**src/rtl/game_pkg.sv**
```systemverilog
// game_pkg: types and constants shared by the game FSM, the stage timer and the
// display path.
//   timer_state_t   stage timer FSM states
//   bcd_digit_t     one BCD digit (4 bits)
//   game_stage_t    game stage codes used by the top FSM to generate start/clear
//   preset_ok()     validity check of a {m10,m1,s10,s1} BCD preset
package game_pkg;

  typedef logic [3:0] bcd_digit_t;

  typedef enum logic [1:0] {
    ST_IDLE  = 2'd0,
    ST_RUN   = 2'd1,
    ST_PAUSE = 2'd2,
    ST_DONE  = 2'd3
  } timer_state_t;

  typedef enum logic [3:0] {
    STAGE_TITLE  = 4'd0,
    STAGE_READY  = 4'd1,
    STAGE_LEVEL1 = 4'd2,
    STAGE_LEVEL2 = 4'd3,
    STAGE_LEVEL3 = 4'd4,
    STAGE_BOSS   = 4'd5,
    STAGE_CLEAR  = 4'd6,
    STAGE_WIN    = 4'd7,
    STAGE_FAIL   = 4'd8
  } game_stage_t;

  localparam logic [15:0] BLANK_CODE_DEFAULT = 16'hAAAA;

  // Digits must be decimal, tens-of-seconds at most 5, and minutes within max_min.
  // Minutes are only meaningful when both minute digits are decimal, which the
  // same expression also requires, so the narrow sum cannot mislead.
  function automatic logic preset_ok(input logic [15:0] p, input logic [6:0] max_min);
    logic [6:0] mins;
    mins = 7'(p[15:12]) * 7'd10 + 7'(p[11:8]);
    return (p[15:12] <= 4'd9) && (p[11:8] <= 4'd9) && (p[7:4] <= 4'd5) &&
           (p[3:0] <= 4'd9) && (mins <= max_min);
  endfunction

endpackage

```
**src/rtl/stage_timer_if.sv**
```systemverilog
// stage_timer_if: control and display bundle between the game FSM (master) and
// the stage timer (slave).
//   start/pause/clear/load/capture  one-cycle control pulses from the game FSM
//   preset_bcd, mode_down, blank    levels from the game FSM
//   nums, best_nums, best_valid     time displays towards the 7-segment driver
//   running, expired, saturated, load_err, dbg_state  status back to the game FSM
// Handshake: there is no valid/ready; every control input is a single-cycle
// request that the timer acts on at the next clock edge, and every status pulse
// (expired, load_err) is high for exactly one cycle.
interface stage_timer_if;
  import game_pkg::*;

  logic         start;
  logic         pause;
  logic         clear;
  logic         load;
  logic [15:0]  preset_bcd;
  logic         mode_down;
  logic         capture;
  logic         blank;
  logic [15:0]  nums;
  logic [15:0]  best_nums;
  logic         best_valid;
  logic         running;
  logic         expired;
  logic         saturated;
  logic         load_err;
  timer_state_t dbg_state;

  modport master (
    output start, pause, clear, load, preset_bcd, mode_down, capture, blank,
    input  nums, best_nums, best_valid, running, expired, saturated, load_err,
           dbg_state
  );

  modport slave (
    input  start, pause, clear, load, preset_bcd, mode_down, capture, blank,
    output nums, best_nums, best_valid, running, expired, saturated, load_err,
           dbg_state
  );
endinterface

```
**src/rtl/stage_timer_counter.sv**
```systemverilog
// bcd_mmss_counter: four-digit BCD mm:ss register with increment/decrement.
//   clk, rst      clock, asynchronous active-high reset
//   i_clr         time := 00:00 (highest priority)
//   i_ld/i_ld_val time := i_ld_val
//   i_inc/i_dec   one second up (carry chain) / down (borrow chain)
//   o_time        {m10,m1,s10,s1}
//   o_is_zero/o_is_max      current time is 00:00 / MAX_MIN:59
//   o_next_zero/o_next_max  one more dec/inc reaches the terminal value
module bcd_mmss_counter
  import game_pkg::*;
#(
  parameter int MAX_MIN = 99
) (
  input  logic        clk,
  input  logic        rst,
  input  logic        i_clr,
  input  logic        i_ld,
  input  logic [15:0] i_ld_val,
  input  logic        i_inc,
  input  logic        i_dec,
  output logic [15:0] o_time,
  output logic        o_is_zero,
  output logic        o_is_max,
  output logic        o_next_zero,
  output logic        o_next_max
);
  localparam bcd_digit_t MAX_M10 = bcd_digit_t'(MAX_MIN / 10);
  localparam bcd_digit_t MAX_M1  = bcd_digit_t'(MAX_MIN % 10);

  bcd_digit_t r_m10, r_m1, r_s10, r_s1;
  bcd_digit_t w_m10, w_m1, w_s10, w_s1;
  logic       w_min_max;

  assign o_time      = {r_m10, r_m1, r_s10, r_s1};
  assign w_min_max   = (r_m10 == MAX_M10) && (r_m1 == MAX_M1);
  assign o_is_max    = w_min_max && (r_s10 == 4'd5) && (r_s1 == 4'd9);
  assign o_next_max  = w_min_max && (r_s10 == 4'd5) && (r_s1 == 4'd8);
  assign o_is_zero   = (o_time == 16'h0000);
  assign o_next_zero = (o_time == 16'h0001);

  // Terminal values are hard stops: inc at max and dec at zero are ignored.
  always_comb begin
    w_m10 = r_m10;
    w_m1  = r_m1;
    w_s10 = r_s10;
    w_s1  = r_s1;
    if (i_clr) begin
      w_m10 = '0; w_m1 = '0; w_s10 = '0; w_s1 = '0;
    end else if (i_ld) begin
      {w_m10, w_m1, w_s10, w_s1} = i_ld_val;
    end else if (i_inc && !o_is_max) begin
      if (r_s1 != 4'd9) w_s1 = r_s1 + 4'd1;
      else begin
        w_s1 = 4'd0;
        if (r_s10 != 4'd5) w_s10 = r_s10 + 4'd1;
        else begin
          w_s10 = 4'd0;
          if (r_m1 != 4'd9) w_m1 = r_m1 + 4'd1;
          else begin
            w_m1  = 4'd0;
            w_m10 = r_m10 + 4'd1;
          end
        end
      end
    end else if (i_dec && !o_is_zero) begin
      if (r_s1 != 4'd0) w_s1 = r_s1 - 4'd1;
      else begin
        w_s1 = 4'd9;
        if (r_s10 != 4'd0) w_s10 = r_s10 - 4'd1;
        else begin
          w_s10 = 4'd5;
          if (r_m1 != 4'd0) w_m1 = r_m1 - 4'd1;
          else begin
            w_m1  = 4'd9;
            w_m10 = r_m10 - 4'd1;
          end
        end
      end
    end
  end

  always_ff @(posedge clk or posedge rst) begin
    if (rst) begin
      r_m10 <= '0; r_m1 <= '0; r_s10 <= '0; r_s1 <= '0;
    end else begin
      r_m10 <= w_m10; r_m1 <= w_m1; r_s10 <= w_s10; r_s1 <= w_s1;
    end
  end
endmodule

```
**src/rtl/stage_timer.sv**
```systemverilog
// stage_timer: BCD mm:ss stopwatch / countdown for the stage FSM.
//   clk   system clock
//   rst   asynchronous active-high reset (clears the best-time record too)
//   tmr   stage_timer_if.slave: control pulses in, time displays and status out
// Parameters: TICK_DIV clk cycles per second (>=2), MAX_MIN count-up limit in
// minutes (1..99), BLANK_CODE shown on nums while blank is high.
module stage_timer
  import game_pkg::*;
#(
  parameter int          TICK_DIV   = 100000000,
  parameter int          MAX_MIN    = 99,
  parameter logic [15:0] BLANK_CODE = BLANK_CODE_DEFAULT
) (
  input logic         clk,
  input logic         rst,
  stage_timer_if.slave tmr
);
  localparam int               DIV_W    = $clog2(TICK_DIV);
  localparam logic [DIV_W-1:0] DIV_LAST = DIV_W'(TICK_DIV - 1);

  timer_state_t     r_state;
  logic [DIV_W-1:0] r_div;
  logic             r_dir;       // 1 = counting down
  logic [15:0]      r_nums;
  logic [15:0]      r_best;
  logic             r_best_valid;
  logic             r_running;
  logic             r_expired;
  logic             r_saturated;
  logic             r_load_err;

  logic [15:0] w_time;
  logic        w_is_zero, w_is_max, w_next_zero, w_next_max;
  logic        w_tick, w_load_ok, w_run_act, w_inc, w_dec, w_cnt_ld;

  assign w_tick    = (r_state == ST_RUN) && (r_div == DIV_LAST);
  assign w_load_ok = preset_ok(tmr.preset_bcd, 7'(MAX_MIN));
  assign w_cnt_ld  = !tmr.clear && tmr.load && w_load_ok;
  // Any load (even a rejected one) and any pause make the cycle a hold cycle,
  // so a coincident tick is dropped rather than half-applied.
  assign w_run_act = !tmr.clear && !tmr.load && !tmr.pause && (r_state == ST_RUN);
  assign w_inc     = w_run_act && w_tick && !r_dir;
  assign w_dec     = w_run_act && w_tick && r_dir;

  bcd_mmss_counter #(.MAX_MIN(MAX_MIN)) u_counter (
    .clk        (clk),
    .rst        (rst),
    .i_clr      (tmr.clear),
    .i_ld       (w_cnt_ld),
    .i_ld_val   (tmr.preset_bcd),
    .i_inc      (w_inc),
    .i_dec      (w_dec),
    .o_time     (w_time),
    .o_is_zero  (w_is_zero),
    .o_is_max   (w_is_max),
    .o_next_zero(w_next_zero),
    .o_next_max (w_next_max)
  );

  always_ff @(posedge clk or posedge rst) begin
    if (rst) begin
      r_state      <= ST_IDLE;
      r_div        <= '0;
      r_dir        <= 1'b0;
      r_nums       <= '0;
      r_best       <= '0;
      r_best_valid <= 1'b0;
      r_running    <= 1'b0;
      r_expired    <= 1'b0;
      r_saturated  <= 1'b0;
      r_load_err   <= 1'b0;
    end else begin
      r_nums     <= w_time;
      r_expired  <= 1'b0;
      r_load_err <= 1'b0;

      // BCD digit order makes the plain vector compare a numeric compare.
      if (tmr.capture && ((r_state == ST_PAUSE) || (r_state == ST_DONE)) && !r_dir &&
          (!r_best_valid || (w_time < r_best))) begin
        r_best       <= w_time;
        r_best_valid <= 1'b1;
      end

      if (tmr.clear) begin
        r_state     <= ST_IDLE;
        r_running   <= 1'b0;
        r_saturated <= 1'b0;
        r_div       <= '0;
      end else if (tmr.load) begin
        if (w_load_ok) begin
          r_state     <= ST_IDLE;
          r_running   <= 1'b0;
          r_saturated <= 1'b0;
          r_div       <= '0;
        end else begin
          r_load_err  <= 1'b1;
        end
      end else begin
        case (r_state)
          ST_IDLE: begin
            if (tmr.start) begin
              r_dir <= tmr.mode_down;
              r_div <= '0;
              if (tmr.mode_down && w_is_zero) begin
                r_state   <= ST_DONE;
                r_expired <= 1'b1;
              end else if (!tmr.mode_down && w_is_max) begin
                r_state     <= ST_DONE;
                r_saturated <= 1'b1;
              end else begin
                r_state   <= ST_RUN;
                r_running <= 1'b1;
              end
            end
          end
          ST_RUN: begin
            if (tmr.pause) begin
              r_state   <= ST_PAUSE;
              r_running <= 1'b0;
            end else if (w_tick) begin
              r_div <= '0;
              if (!r_dir && w_next_max) begin
                r_state     <= ST_DONE;
                r_running   <= 1'b0;
                r_saturated <= 1'b1;
              end else if (r_dir && w_next_zero) begin
                r_state   <= ST_DONE;
                r_running <= 1'b0;
                r_expired <= 1'b1;
              end
            end else begin
              r_div <= r_div + DIV_W'(1);
            end
          end
          ST_PAUSE: begin
            if (tmr.start) begin
              r_state   <= ST_RUN;
              r_running <= 1'b1;
            end
          end
          default: ;  // ST_DONE: frozen until clear/load/rst
        endcase
      end
    end
  end

  assign tmr.nums       = tmr.blank ? BLANK_CODE : r_nums;
  assign tmr.best_nums  = r_best;
  assign tmr.best_valid = r_best_valid;
  assign tmr.running    = r_running;
  assign tmr.expired    = r_expired;
  assign tmr.saturated  = r_saturated;
  assign tmr.load_err   = r_load_err;
  assign tmr.dbg_state  = r_state;
endmodule

```
**src/flat_wrapper.sv**
```systemverilog
// flat-port wrapper written by rule: the top's interface ports become plain ports
module stage_timer_flat import game_pkg::*;
#(
  parameter int          TICK_DIV   = 100000000,
  parameter int          MAX_MIN    = 99,
  parameter logic [15:0] BLANK_CODE = BLANK_CODE_DEFAULT
)
  (clk, rst, tmr_start, tmr_pause, tmr_clear, tmr_load, tmr_preset_bcd, tmr_mode_down, tmr_capture, tmr_blank, tmr_nums, tmr_best_nums, tmr_best_valid, tmr_running, tmr_expired, tmr_saturated, tmr_load_err, tmr_dbg_state);
  stage_timer_if tmr_i ();
  input logic clk;
  input logic rst;
  input wire logic [$bits(tmr_i.start)-1:0] tmr_start;
  input wire logic [$bits(tmr_i.pause)-1:0] tmr_pause;
  input wire logic [$bits(tmr_i.clear)-1:0] tmr_clear;
  input wire logic [$bits(tmr_i.load)-1:0] tmr_load;
  input wire logic [$bits(tmr_i.preset_bcd)-1:0] tmr_preset_bcd;
  input wire logic [$bits(tmr_i.mode_down)-1:0] tmr_mode_down;
  input wire logic [$bits(tmr_i.capture)-1:0] tmr_capture;
  input wire logic [$bits(tmr_i.blank)-1:0] tmr_blank;
  output wire logic [$bits(tmr_i.nums)-1:0] tmr_nums;
  output wire logic [$bits(tmr_i.best_nums)-1:0] tmr_best_nums;
  output wire logic [$bits(tmr_i.best_valid)-1:0] tmr_best_valid;
  output wire logic [$bits(tmr_i.running)-1:0] tmr_running;
  output wire logic [$bits(tmr_i.expired)-1:0] tmr_expired;
  output wire logic [$bits(tmr_i.saturated)-1:0] tmr_saturated;
  output wire logic [$bits(tmr_i.load_err)-1:0] tmr_load_err;
  output wire logic [$bits(tmr_i.dbg_state)-1:0] tmr_dbg_state;
  assign tmr_i.start = tmr_start;
  assign tmr_i.pause = tmr_pause;
  assign tmr_i.clear = tmr_clear;
  assign tmr_i.load = tmr_load;
  assign tmr_i.preset_bcd = tmr_preset_bcd;
  assign tmr_i.mode_down = tmr_mode_down;
  assign tmr_i.capture = tmr_capture;
  assign tmr_i.blank = tmr_blank;
  assign tmr_nums = tmr_i.nums;
  assign tmr_best_nums = tmr_i.best_nums;
  assign tmr_best_valid = tmr_i.best_valid;
  assign tmr_running = tmr_i.running;
  assign tmr_expired = tmr_i.expired;
  assign tmr_saturated = tmr_i.saturated;
  assign tmr_load_err = tmr_i.load_err;
  assign tmr_dbg_state = tmr_i.dbg_state;
  stage_timer #(.TICK_DIV(TICK_DIV), .MAX_MIN(MAX_MIN), .BLANK_CODE(BLANK_CODE)) u_core (.clk(clk), .rst(rst), .tmr(tmr_i));
endmodule
```
**config.mk**
```make
export PLATFORM = sky130hd
export DESIGN_NAME = stage_timer_flat
export DESIGN_NICKNAME = d
export VERILOG_FILES = /design/src/rtl/game_pkg.sv /design/src/rtl/stage_timer_if.sv /design/src/rtl/stage_timer_counter.sv /design/src/rtl/stage_timer.sv /design/src/flat_wrapper.sv
export SDC_FILE = /design/constraint.sdc
export NUM_CORES = 1
export LEC_CHECK = 0
export BUFFER_PORTS_ARGS = -buffer_cell sky130_fd_sc_hd__clkbuf_2
export CORE_UTILIZATION = 50
export CTS_BUF_LIST = sky130_fd_sc_hd__clkbuf_4 sky130_fd_sc_hd__clkbuf_8
export CTS_CLUSTER_SIZE = 28
export DETAILED_ROUTE_END_ITERATION = 12
export PLACE_DENSITY_LB_ADDON = 0.2
export SYNTH_ARGS = -nofsm -noshare
export SYNTH_HDL_FRONTEND = slang
export SYNTH_SLANG_ARGS = --single-unit
```
**constraint.sdc**
```tcl
create_clock -name clk -period 7.6 [get_ports clk]
set_input_delay 1.52 -clock clk [delete_from_list [all_inputs] [get_ports clk]]
set_output_delay 1.52 -clock clk [all_outputs]
set_load 0.02 [all_outputs]
```
==> metrics.md, run 1 <==
| Metric | Value |
|---|---|
| First drt pass iteration count | 4 |
| Die area | 11600 sq um |
| Drt wl/cell | 16.8 um |
| FFs w/ async S/R, synth | 100% |
| Grt ovf | 0 |
| Reg area | 2080 sq um |
| Post-Syn Nets | 675 |
| Avg Inst Size Synth | 9.13 sq um |
| Ant diodes | 0 |
| Worst skew pair latency | 360 ps |
| Vias/cell | 6.04 |
| Initial Util | 51.4% |
| Slew margin rel. | 29.1% |
| # H-tree levels | 3 |
| Simple logic cell fraction of the synthesized area | 24.6% |
| Setup Viol. Count Final | 0 |
| Ys flop type | dfrtp_1 |
| Post-DP HPWL | 9750 um |
| Core area | 10900 sq um |
| Fillcell total | 974 |
| Die X | 108 um |
| P per Cell Area | 186 nW/um^2 |
| Worst slew pin tran | 1060 ps |
| Post-CTS Setup Bufs | 0 |
| Yosys warning count | 0 |
| Yosys reg bits | 83 |
| Overall routed net length | 13700 um |
| Largest net degree at the start of global routing | 84 |
| Non-Filler Instances | 812 |
| Rows | 38 |
| Final Wtd Congestion | 0.872 |
| # IOs | 64 |
| Setup Crit Path Kind | input pin to flip-flop |
| Initial antenna violation count | 0 |
| Setup TNS | 0 ps |
| Peak supply drop | 0.000120 V |
| Cell count after synthesis | 613 |
| Ranking of synthesized cells by area | dfrtp_1 37%, ha_1 7.6%, o21ai_0 4.3% |
| Mux cell area share after synthesis | 4.72% |
| Post-CTS sizing | 0 |
| Die H | 108 um |
| Total track usage | 25.3% |
| Design Power | 1.16 mW |
| Worst EP required | 7900 ps |
| Global-route wire length before repair | 23100 um |
| Crit path max fanout | 23 |
| Area delta synth->final | 11.3% |
| Unrepaired setup endpoints after global routing | false |
| Library cells used by synthesis | 78 |
| Final Max Slew Viols | 0 |
| Fin. Hold Viols | 0 |
| Synth Area in Compound Gates | 19.3% |
| Largest family of logic cells by synthesized area | simple AND/OR/NAND/NOR gates |
| CTS Root Cell | clkbuf_8 |
| Area of the multi-input gates | 3290 sq um |
| Final period utilization | 59.8% |
| LEAKAGE | 2.72 nW |
| Cts hold-fix bufs | 0 |
| Worst-path cell chain | clkbuf_2, ha_1, ha_1, inv_1, fa_1, xnor2_1, nor4b_1, a31o_2, o41ai_4, o21bai_2, or3b_1, nand2_1 |
| Post-synth top cells | 83 x dfrtp_1, 51 x nor2_1, 48 x nand2_1, 48 x o21ai_0, 35 x inv_1 |
| Clock skew | 8.78 ps |
| DR DRC count | 0 |
| Placed Cells | 797 |
| Number of synthesized flops with an enable pin | 0 |
| Yosys top cell area share | 37.1% |
| Longest Clk Path Bufs | 2 |
| Vias | 4902 |
| Reg clk slew, reported paths | 90 ps |
| Crit path capture type | flip-flop |
| Sink Count | 83 |
| Synthesized area | 5600 sq um |
| Minimum clock period | 4540 ps |
| PortBufs | 63 |
| CTS buffer count | 9 |
| Routed Antenna Nets | 0 |
| Arrival @ worst endpoint | 4840 ps |
| DRT iter0 DRCs | 383 |
| Most frequent cell after synthesis | dfrtp_1 |
| Nets | 730 |
| Vias in the first global route | 4640 |
| Seq/Total Area, Yosys | 37.1% |
| Max-capacitance violation count | 0 |
| Synth Area in Adders | 8.68% |
| Crit path top cell by count | ha_1 |
| CP max stage cell | o41ai_4 |
| Outcome | finished, final reports clean |
| Hold Path Class | flip-flop to flip-flop |
| Max Freq | 0.220 GHz |
| Leading area contributor after synthesis | dfrtp_1 |
| TritonCTS clock tree | yes |
| XOR/XNOR Fraction of Synth Area | 1.41% |
| Critical Path Start Type | input pin |
| Fraction of layout cells with a size suffix above 1 | 17.7% |
| Worst path max stage delay | 630 ps |
-- flip-flops by register name, indices dropped and copies added (netlist names) --
name and cells:
u_core.tmr.expired 1, u_core.tmr.saturated 1, u_core.u_counter.r_s1 4, u_core.u_counter.r_s10 4, u_core.tmr.dbg_state 2, u_core.tmr.load_err 1
u_core.u_counter.r_m1 4, u_core.r_nums 16, u_core.tmr.best_nums 16, u_core.tmr.best_valid 1, u_core.tmr.running 1, u_core.r_dir 1
u_core.r_div 27, u_core.u_counter.r_m10 4
-- layer usage --
metal,track usage [%],part of all wire [%]
met2,37.4,45
met5,0,0
met3,4.72,5.4
met4,8.41,2.3
met1,37.0,47
-- placed cells by master, fill, tap and decap left out, types with 10 or more instances in the layout --
cell	n
nand2_1	48
dfrtp_1	83
o21ai_0	48
nor2_1	50
nand3_1	19
mux2i_1	14
o31ai_1	19
mux2_2	10
nand4_1	13
clkbuf_2	63
nand2b_1	14
nor3_1	16
inv_1	34
a21oi_1	19
nor2b_1	22
ha_1	34
-- cells by family (layout without fill, tap and decap cells) --
family                   count (synthesis)  after routing
AO/OA/AOI/OAI                          153            153
XOR/XNOR                                 9              9
adder cells (fa/ha/maj)                 37             37
buffers and inverters                   58            117
flip-flops                              83             83
multiplexers                            25             25
AND/OR/NAND/NOR                        248            248
-- power breakdown --
| part | leakage (nW) | switching, mW | internal, mW |
|---|---|---|---|
| registers | 1.14 | 0.0331 | 0.476 |
| clock network | 0.106 | 0.174 | 0.185 |
| logic | 1.47 | 0.183 | 0.110 |
| total | 2.72 | 0.390 | 0.771 |
-- through the flow --
| stage | hold slack, ps | area (sq um) | utilization, % | setup WS [ps] |
|---|---|---|---|---|
| after detailed placement | 496 | 6020 | 55.3 | 2700 |
| after floorplan | 373 | 5600 | - | 3510 |
| after global placement | 482 | 6020 | 55.3 | 2800 |
| after CTS | 510 | 6230 | 57.2 | 3080 |
| final | 513 | 6230 | 57.2 | 3060 |
| after global routing | 525 | 6230 | 57.2 | 2770 |
-- path summary, 6_finish.rpt --
check | end | slack [ps] | from | cells past startpoint
worst min-delay path | u_core.r_div[15] | 510 | u_core.r_div[15] | 1
min in group asynchronous | u_core.r_div[4] | 1480 | rst | 3
worst max register to register | u_core.u_counter.r_m10[3] | 4180 | u_core.u_counter.r_m1[1] | 14
worst min register to register | u_core.r_div[15] | 510 | u_core.r_div[15] | 1
max in group asynchronous | u_core.u_counter.r_s10[1] | 5450 | rst | 3
worst max-delay path | u_core.r_div[3] | 3060 | tmr_preset_bcd[13] | 12
-- critical path: cells and delay by family --
family,cells,cell delay [ps]
XOR/XNOR,1,280
AND/OR/NAND/NOR,3,640
adder cells (fa/ha/maj),3,800
AO/OA/AOI/OAI,3,1410
buffers and inverters,2,190
-- cell type report --
type,instances,area share (%)
Sequential cell,83,33.3
Multi-Input combinational cell,472,52.7
Tap cell,140,2.81
Clock buffer,9,1.99
Inverter,35,2.13
Timing Repair Buffer,67,5.54
Clock inverter,6,1.45
No activity file was read; power rests on OpenSTA's default activity.
==> run 2: changes to the inputs <==
- clock period: 7.6 -> 3.8 ns (I/O delays scaled with it)
==> run 2 against run 1 <==
  * Utilization increased by 1.9 points
  * Setup slack got worse by 2700 ps
  * Clock skew increased by 0.94 ps
  * Sequential share of layout area decreased by 1.1 points
  * Largest power group unchanged
==> metrics.md, run 2 (synthesis results as in run 1) <==
| Metric | Value |
|---|---|
| Crit path max fanout | 19 (was 23) |
| Worst skew pair latency | 380 ps (was 360 ps) |
| Post-CTS sizing | 0 (unchanged) |
| Rows | 38 (unchanged) |
| Vias | 5070 (was 4902) |
| Critical Path Start Type | input pin (unchanged) |
| Drt wl/cell | 17.0 um (was 16.8 um) |
| Biggest register | u_core.r_div (unchanged) |
| Longest Clk Path Bufs | 2 (unchanged) |
| Final design utilization | 59.1% (was 57.2%) |
| # H-tree levels | 3 (unchanged) |
| LEAKAGE | 2.85 nW (was 2.72 nW) |
| CTS Root Cell | clkbuf_8 (unchanged) |
| Placed Cells | 819 (was 797) |
| Slew margin rel. | 42.0% (was 29.1%) |
| Area delta synth->final | 15.0% (was 11.3%) |
| Clock skew | 9.72 ps (was 8.78 ps) |
| Worst EP required | 4060 ps (was 7900 ps) |
| Fraction of layout cells with a size suffix above 1 | 20.3% (was 17.7%) |
| Commonest non-fill, non-tap cells in the layout | 83 x dfrtp_1, 63 x clkbuf_2, 51 x nor2_1, 48 x nand2_1, 48 x o21ai_0 (was 83 x dfrtp_1, 63 x clkbuf_2, 50 x nor2_1, 48 x nand2_1, 48 x o21ai_0) |
| Global-route wire length before repair | 23300 um (was 23100 um) |
| CP max stage cell | o21bai_2 (was o41ai_4) |
| PortBufs | 63 (unchanged) |
| Setup Crit Path Kind | input pin to flip-flop (unchanged) |
| Met1 usage | 35.9% (was 37.0%) |
| Minimum clock period | 3460 ps |
| DRT iter0 DRCs | 368 (was 383) |
| Worst path max stage delay | 720 ps (was 630 ps) |
| Initial Util | 51.4% (unchanged) |
| Reg-to-reg startpoint | u_core.tmr.dbg_state[1] (was u_core.u_counter.r_m1[1]) |
| Final Max Slew Viols | 0 (unchanged) |
| Post-CTS Setup Bufs | 0 (unchanged) |
| Crit path top cell by count | ha_1 (unchanged) |
| Final period utilization | 90.9% |
| TritonCTS clock tree | yes (unchanged) |
| Routed Antenna Nets | 0 (unchanged) |
| Fin. Hold Viols | 0 (unchanged) |
| Non-Filler Instances | 835 (was 812) |
| R2r setup slk | 570 ps (was 4180 ps) |
| Nets | 752 (was 730) |
| Die X | 108 um (unchanged) |
| Grt ovf | 0 (unchanged) |
| Crit path capture type | flip-flop (unchanged) |
| Overall routed net length | 14200 um (was 13700 um) |
| Setup TNS | 0 ps (unchanged) |
| Setup Viol. Count Final | 0 (unchanged) |
| Total track usage | 26.0% (was 25.3%) |
| P per Cell Area | 375 nW/um^2 (was 186 nW/um^2) |
| Design Power | 2.42 mW (was 1.16 mW) |
| Worst r2r path cells | 14 (unchanged) |
| Worst-path cell chain | clkbuf_2, ha_1, ha_1, inv_1, fa_1, xnor2_1, nand3b_1, o32ai_2, o41ai_4, o21bai_2, buf_4, o31ai_1 (was clkbuf_2, ha_1, ha_1, inv_1, fa_1, xnor2_1, nor4b_1, a31o_2, o41ai_4, o21bai_2, or3b_1, nand2_1) |
| Largest net degree at the start of global routing | 39 (was 84) |
| CTS buffer count | 9 (unchanged) |
| RR Endpoint | u_core.u_counter.r_m10[3] (unchanged) |
| Arrival @ worst endpoint | 3720 ps (was 4840 ps) |
| GR Layer Usage met2 | 40.2% (was 37.4%) |
| Outcome | finished, final reports clean (unchanged) |
| Vias/cell | 6.07 (was 6.04) |
| DR DRC count | 0 (unchanged) |
| Sink Count | 83 (unchanged) |
| Post-route cell area | 6440 sq um (was 6230 sq um) |
| Initial antenna violation count | 0 (unchanged) |
| Max Freq | 0.289 GHz |
| Cts hold-fix bufs | 0 (unchanged) |
| Grt peak-use layer | met2 (unchanged) |
| # IOs | 64 (unchanged) |
| Worst slew pin tran | 869 ps (was 1060 ps) |
| Final worst slack | 344 ps (was 3060 ps) |
| First drt pass iteration count | 5 (was 4) |
| Peak supply drop | 0.000204 V (was 0.000120 V) |
| Max-capacitance violation count | 0 (unchanged) |
| Number of flip-flops in the largest register | 27 (unchanged) |
| Ant diodes | 0 (unchanged) |
| Most common cell after layout, fill and taps aside | dfrtp_1 (unchanged) |
| Die H | 108 um (unchanged) |
| Dpl ws | -35.6 ps (was 2700 ps) |
| Post-DP HPWL | 10400 um (was 9750 um) |
| Unrepaired setup endpoints after global routing | false (unchanged) |
| Reg clk slew, reported paths | 80 ps (was 90 ps) |
| Die area | 11600 sq um (unchanged) |
| Hold slack final | 440 ps (was 513 ps) |
| Final Wtd Congestion | 0.895 (was 0.872) |
| Hold Path Class | input pin to async pin (was flip-flop to flip-flop) |
| Placed cell area | 6190 sq um (was 6020 sq um) |
| Core area | 10900 sq um (unchanged) |
| Met3 GRT Util | 5.02% (was 4.72%) |
| Vias in the first global route | 4671 (was 4640) |
==> run 2: where the power goes <==
part,switching [mW],internal [mW]
Combinational,0.381,0.237
Sequential,0.0585,0.953
Clock,0.326,0.460
Total,0.766,1.65
==> run 2: final cells by class <==
cell class              instances  area (sq um)
clock buffers                  12           146
clock inverters                 4          98.8
fillers                       986          4450
inverters                      35           133
multi-input cells             472          3280
flip-flops and latches         83          2080
well taps                     140           175
repair buffers                 89           523
==> run 2: worst max path at each step <==
stage	slack [ps]	from	cells after the start	to
after floorplan	470	tmr_preset_bcd[13]	12	u_core.r_div[7]
after global placement	80	tmr_preset_bcd[15]	12	u_core.r_div[2]
after detailed placement	-40	tmr_preset_bcd[15]	12	u_core.r_div[20]
after CTS	390	tmr_preset_bcd[15]	12	u_core.r_div[20]
after global routing	150	tmr_preset_bcd[15]	12	u_core.r_div[23]
final	340	tmr_preset_bcd[15]	12	u_core.r_div[20]
==> run 2: worst max-delay path: cells and delay by family <==
| family | cells | cell delay, ps |
|---|---|---|
| AO/OA/AOI/OAI | 4 | 1300 |
| adder cells (fa/ha/maj) | 3 | 800 |
| buffers and inverters | 3 | 410 |
| XOR/XNOR | 1 | 290 |
| AND/OR/NAND/NOR | 1 | 140 |
==> run 2: routing by layer <==
layer | routed length, um | part of all wire, %
met1 | 6580 | 46
met2 | 6460 | 46
met3 | 817 | 5.8
met4 | 300 | 2.1
met5 | 0 | 0
==> run 3: changes to the inputs <==
- clock period: 3.8 -> 2.8 ns (I/O delays scaled with it)
==> run 3 against run 2 <==
  * The run now ends with negative setup slack left
  * Utilization up 9.4 points
  * Global-route usage up 1.5 points
  * Sequential power up 35%
  * Critical endpoint is now u_core.u_counter.r_m10[3]
  * Largest power group unchanged
==> metrics.md, run 3 (synthesis results as in run 1) <==
| Metric | Value |
|---|---|
| Outcome | finished, violations left (was finished, final reports clean) |
| Failing checks | negative setup slack |
| Fraction of layout cells with a size suffix above 1 | 37.2% (was 20.3%) |
| Setup Viol. Count Final | 19 (was 0) |
| LEAKAGE | 3.30 nW (was 2.85 nW) |
| Minimum clock period | 2850 ps |
| Fillcell total | 845 (was 986) |
| Setup TNS | -468 ps (was 0 ps) |
| # H-tree levels | 3 (unchanged) |
| Max-capacitance violation count | 0 (unchanged) |
| Worst EP required | 3090 ps (was 4060 ps) |
| Arrival @ worst endpoint | 3140 ps (was 3720 ps) |
| Dpl ws | -425 ps (was -35.6 ps) |
| Final design utilization | 68.5% (was 59.1%) |
| Int Pwr | 2.06 mW (was 1.65 mW) |
| Die area | 11600 sq um (unchanged) |
| CTS Root Cell | clkbuf_8 (unchanged) |
| DR DRC count | 0 (unchanged) |
| First drt pass iteration count | 5 (unchanged) |
| Biggest register | u_core.r_div (unchanged) |
| Peak supply drop | 0.000267 V (was 0.000204 V) |
| # IOs | 64 (unchanged) |
| PortBufs | 63 (unchanged) |
| Reg-to-reg startpoint | u_core.r_div[11] (was u_core.tmr.dbg_state[1]) |
| CP max stage cell | dfrtp_1 (was o21bai_2) |
| Final Wtd Congestion | 0.888 (was 0.895) |
| Global-route wire length before repair | 24700 um (was 23300 um) |
| Max Freq | 0.351 GHz |
| Crit path max fanout | 3 (was 19) |
| Placed Cells | 884 (was 819) |
| Die X | 108 um (unchanged) |
| Worst slew pin tran | 696 ps (was 869 ps) |
| Final worst slack | -51.7 ps (was 344 ps) |
| Overall routed net length | 16100 um (was 14200 um) |
| Initial Util | 51.4% (unchanged) |
| Critical Path Start | u_core.r_div[11] (was tmr_preset_bcd[15]) |
| Worst-path cell chain | or3_4, nor3_4, nand4_1, nor3_2, inv_2, ha_4, a21o_1, a21oi_2, nor2b_1, mux2i_1, nor2_1, xnor2_2, a211oi_2 (was clkbuf_2, ha_1, ha_1, inv_1, fa_1, xnor2_1, nand3b_1, o32ai_2, o41ai_4, o21bai_2, buf_4, o31ai_1) |
| Setup Crit Path Kind | flip-flop to flip-flop (was input pin to flip-flop) |
| Critical Path Start Type | flip-flop (was input pin) |
| Worst skew pair latency | 370 ps (was 380 ps) |
| Drt wl/cell | 17.6 um (was 17.0 um) |
| Gate power share | 31.4% (was 25.6%) |
| Vias in the first global route | 5035 (was 4671) |
| Nets | 828 (was 752) |
| Worst path max stage delay | 400 ps (was 720 ps) |
| Most common cell after layout, fill and taps aside | buf_4 (was dfrtp_1) |
| Design Power | 3.22 mW (was 2.42 mW) |
| Psw | 1.16 mW (was 0.766 mW) |
| Number of flip-flops in the largest register | 27 (unchanged) |
| Commonest non-fill, non-tap cells in the layout | 89 x buf_4, 81 x dfrtp_1, 61 x clkbuf_2, 48 x nor2_1, 46 x nand2_1 (was 83 x dfrtp_1, 63 x clkbuf_2, 51 x nor2_1, 48 x nand2_1, 48 x o21ai_0) |
| Crit path capture | u_core.u_counter.r_m10[3] (was u_core.r_div[20]) |
| Unrepaired setup endpoints after global routing | true (was false) |
| Rows | 38 (unchanged) |
| Hold Path Class | input pin to async pin (unchanged) |
| RR Endpoint | u_core.u_counter.r_m10[3] (unchanged) |
| Final Max Slew Viols | 0 (unchanged) |
| Die H | 108 um (unchanged) |
| Fin. Hold Viols | 0 (unchanged) |
| Core area | 10900 sq um (unchanged) |
| Reg clk slew, reported paths | 90 ps (was 80 ps) |
| TritonCTS clock tree | yes (unchanged) |
| Area delta synth->final | 33.2% (was 15.0%) |
| DRT iter0 DRCs | 358 (was 368) |
| Post-DP HPWL | 11400 um (was 10400 um) |
| Largest net degree at the start of global routing | 46 (was 39) |
| Non-Filler Instances | 911 (was 835) |
| Hold slack final | 253 ps (was 440 ps) |
| Worst r2r path cells | 13 (was 14) |
| Clock Power Share | 26.4% (was 32.5%) |
| Cts hold-fix bufs | 0 (unchanged) |
| Final period utilization | 102% |
| Initial antenna violation count | 0 (unchanged) |
| Clock skew | 17.1 ps (was 9.72 ps) |
| Vias | 5461 (was 5070) |
| Sw frac | 36.0% (was 31.7%) |
| Grt ovf | 0 (unchanged) |
| CTS buffer count | 9 (unchanged) |
| Routed Antenna Nets | 0 (unchanged) |
| Reg power frac | 42.2% (was 41.9%) |
| R2r setup slk | -50 ps (was 570 ps) |
| Ant diodes | 0 (unchanged) |
| Placed cell area | 6860 sq um (was 6190 sq um) |
| Vias/cell | 5.99 (was 6.07) |
| Total track usage | 27.4% (was 26.0%) |
| Post-route cell area | 7450 sq um (was 6440 sq um) |
| Longest Clk Path Bufs | 2 (unchanged) |
| Slew margin rel. | 53.6% (was 42.0%) |
| P per Cell Area | 431 nW/um^2 (was 375 nW/um^2) |
| Sink Count | 83 (unchanged) |
| Crit path capture type | flip-flop (unchanged) |
-- run 3: worst max-delay path, delay by kind of cell (launching register included) --
family / cells / cell delay (ps)
flops: 1 / 400
compound gates: 3 / 520
simple gates: 6 / 1350
xor+xnor: 1 / 110
mux: 1 / 70
fa+ha+maj: 1 / 210
buf+inv: 1 / 90
-- run 3: how the worst min path moves through the flow --
stage	from	end	slack [ps]
after floorplan	u_core.u_counter.r_s10[2]	u_core.r_nums[6]	370
after global placement	u_core.tmr.best_nums[1]	u_core.tmr.best_nums[1]	500
after detailed placement	u_core.tmr.saturated	u_core.tmr.saturated	510
after CTS	rst	u_core.r_nums[1]	270
after global routing	rst	u_core.r_nums[1]	310
final	rst	u_core.r_nums[1]	250
-- run 3: layout make-up --
cell class	instances	area, sq um	share of cell area, %
Clock inverter	6	48.8	0.655
Timing Repair Buffer	165	1200	16.1
Sequential cell	83	2080	27.9
Tap cell	140	175	2.35
Clock buffer	10	138	1.85
Inverter	35	133	1.78
Multi-Input combinational cell	472	3680	49.4
-- run 3: layer usage --
layer	vias up	global-route usage [%]	part of all wire (%)
met3	30	4.18	5.5
li1	2556	-	-
met1	2672	37.9	46
met4	0	8.41	1.9
met2	203	44.1	47
met5	-	0	0
-- run 3: what timing repair did --
item | in CTS | in global routing
hold endpoints to repair | 0 | 0
pin swaps | 3 | 22
setup endpoints to repair | 4 | 36
gates resized for setup | 3 | 64
cloned | 0 | 4
buffers inserted | 2 | 5
-- run 3: power by group through the flow --
stage | combinational [mW] | clock (mW) | sequential (mW)
after CTS | 0.943 | 0.847 | 1.36
after floorplan | 0.518 | 0 | 1.47
after detailed placement | 0.930 | 0 | 1.38
final | 1.01 | 0.848 | 1.36
after global placement | 0.903 | 0 | 1.38
after global routing | 1.10 | 0.907 | 1.37
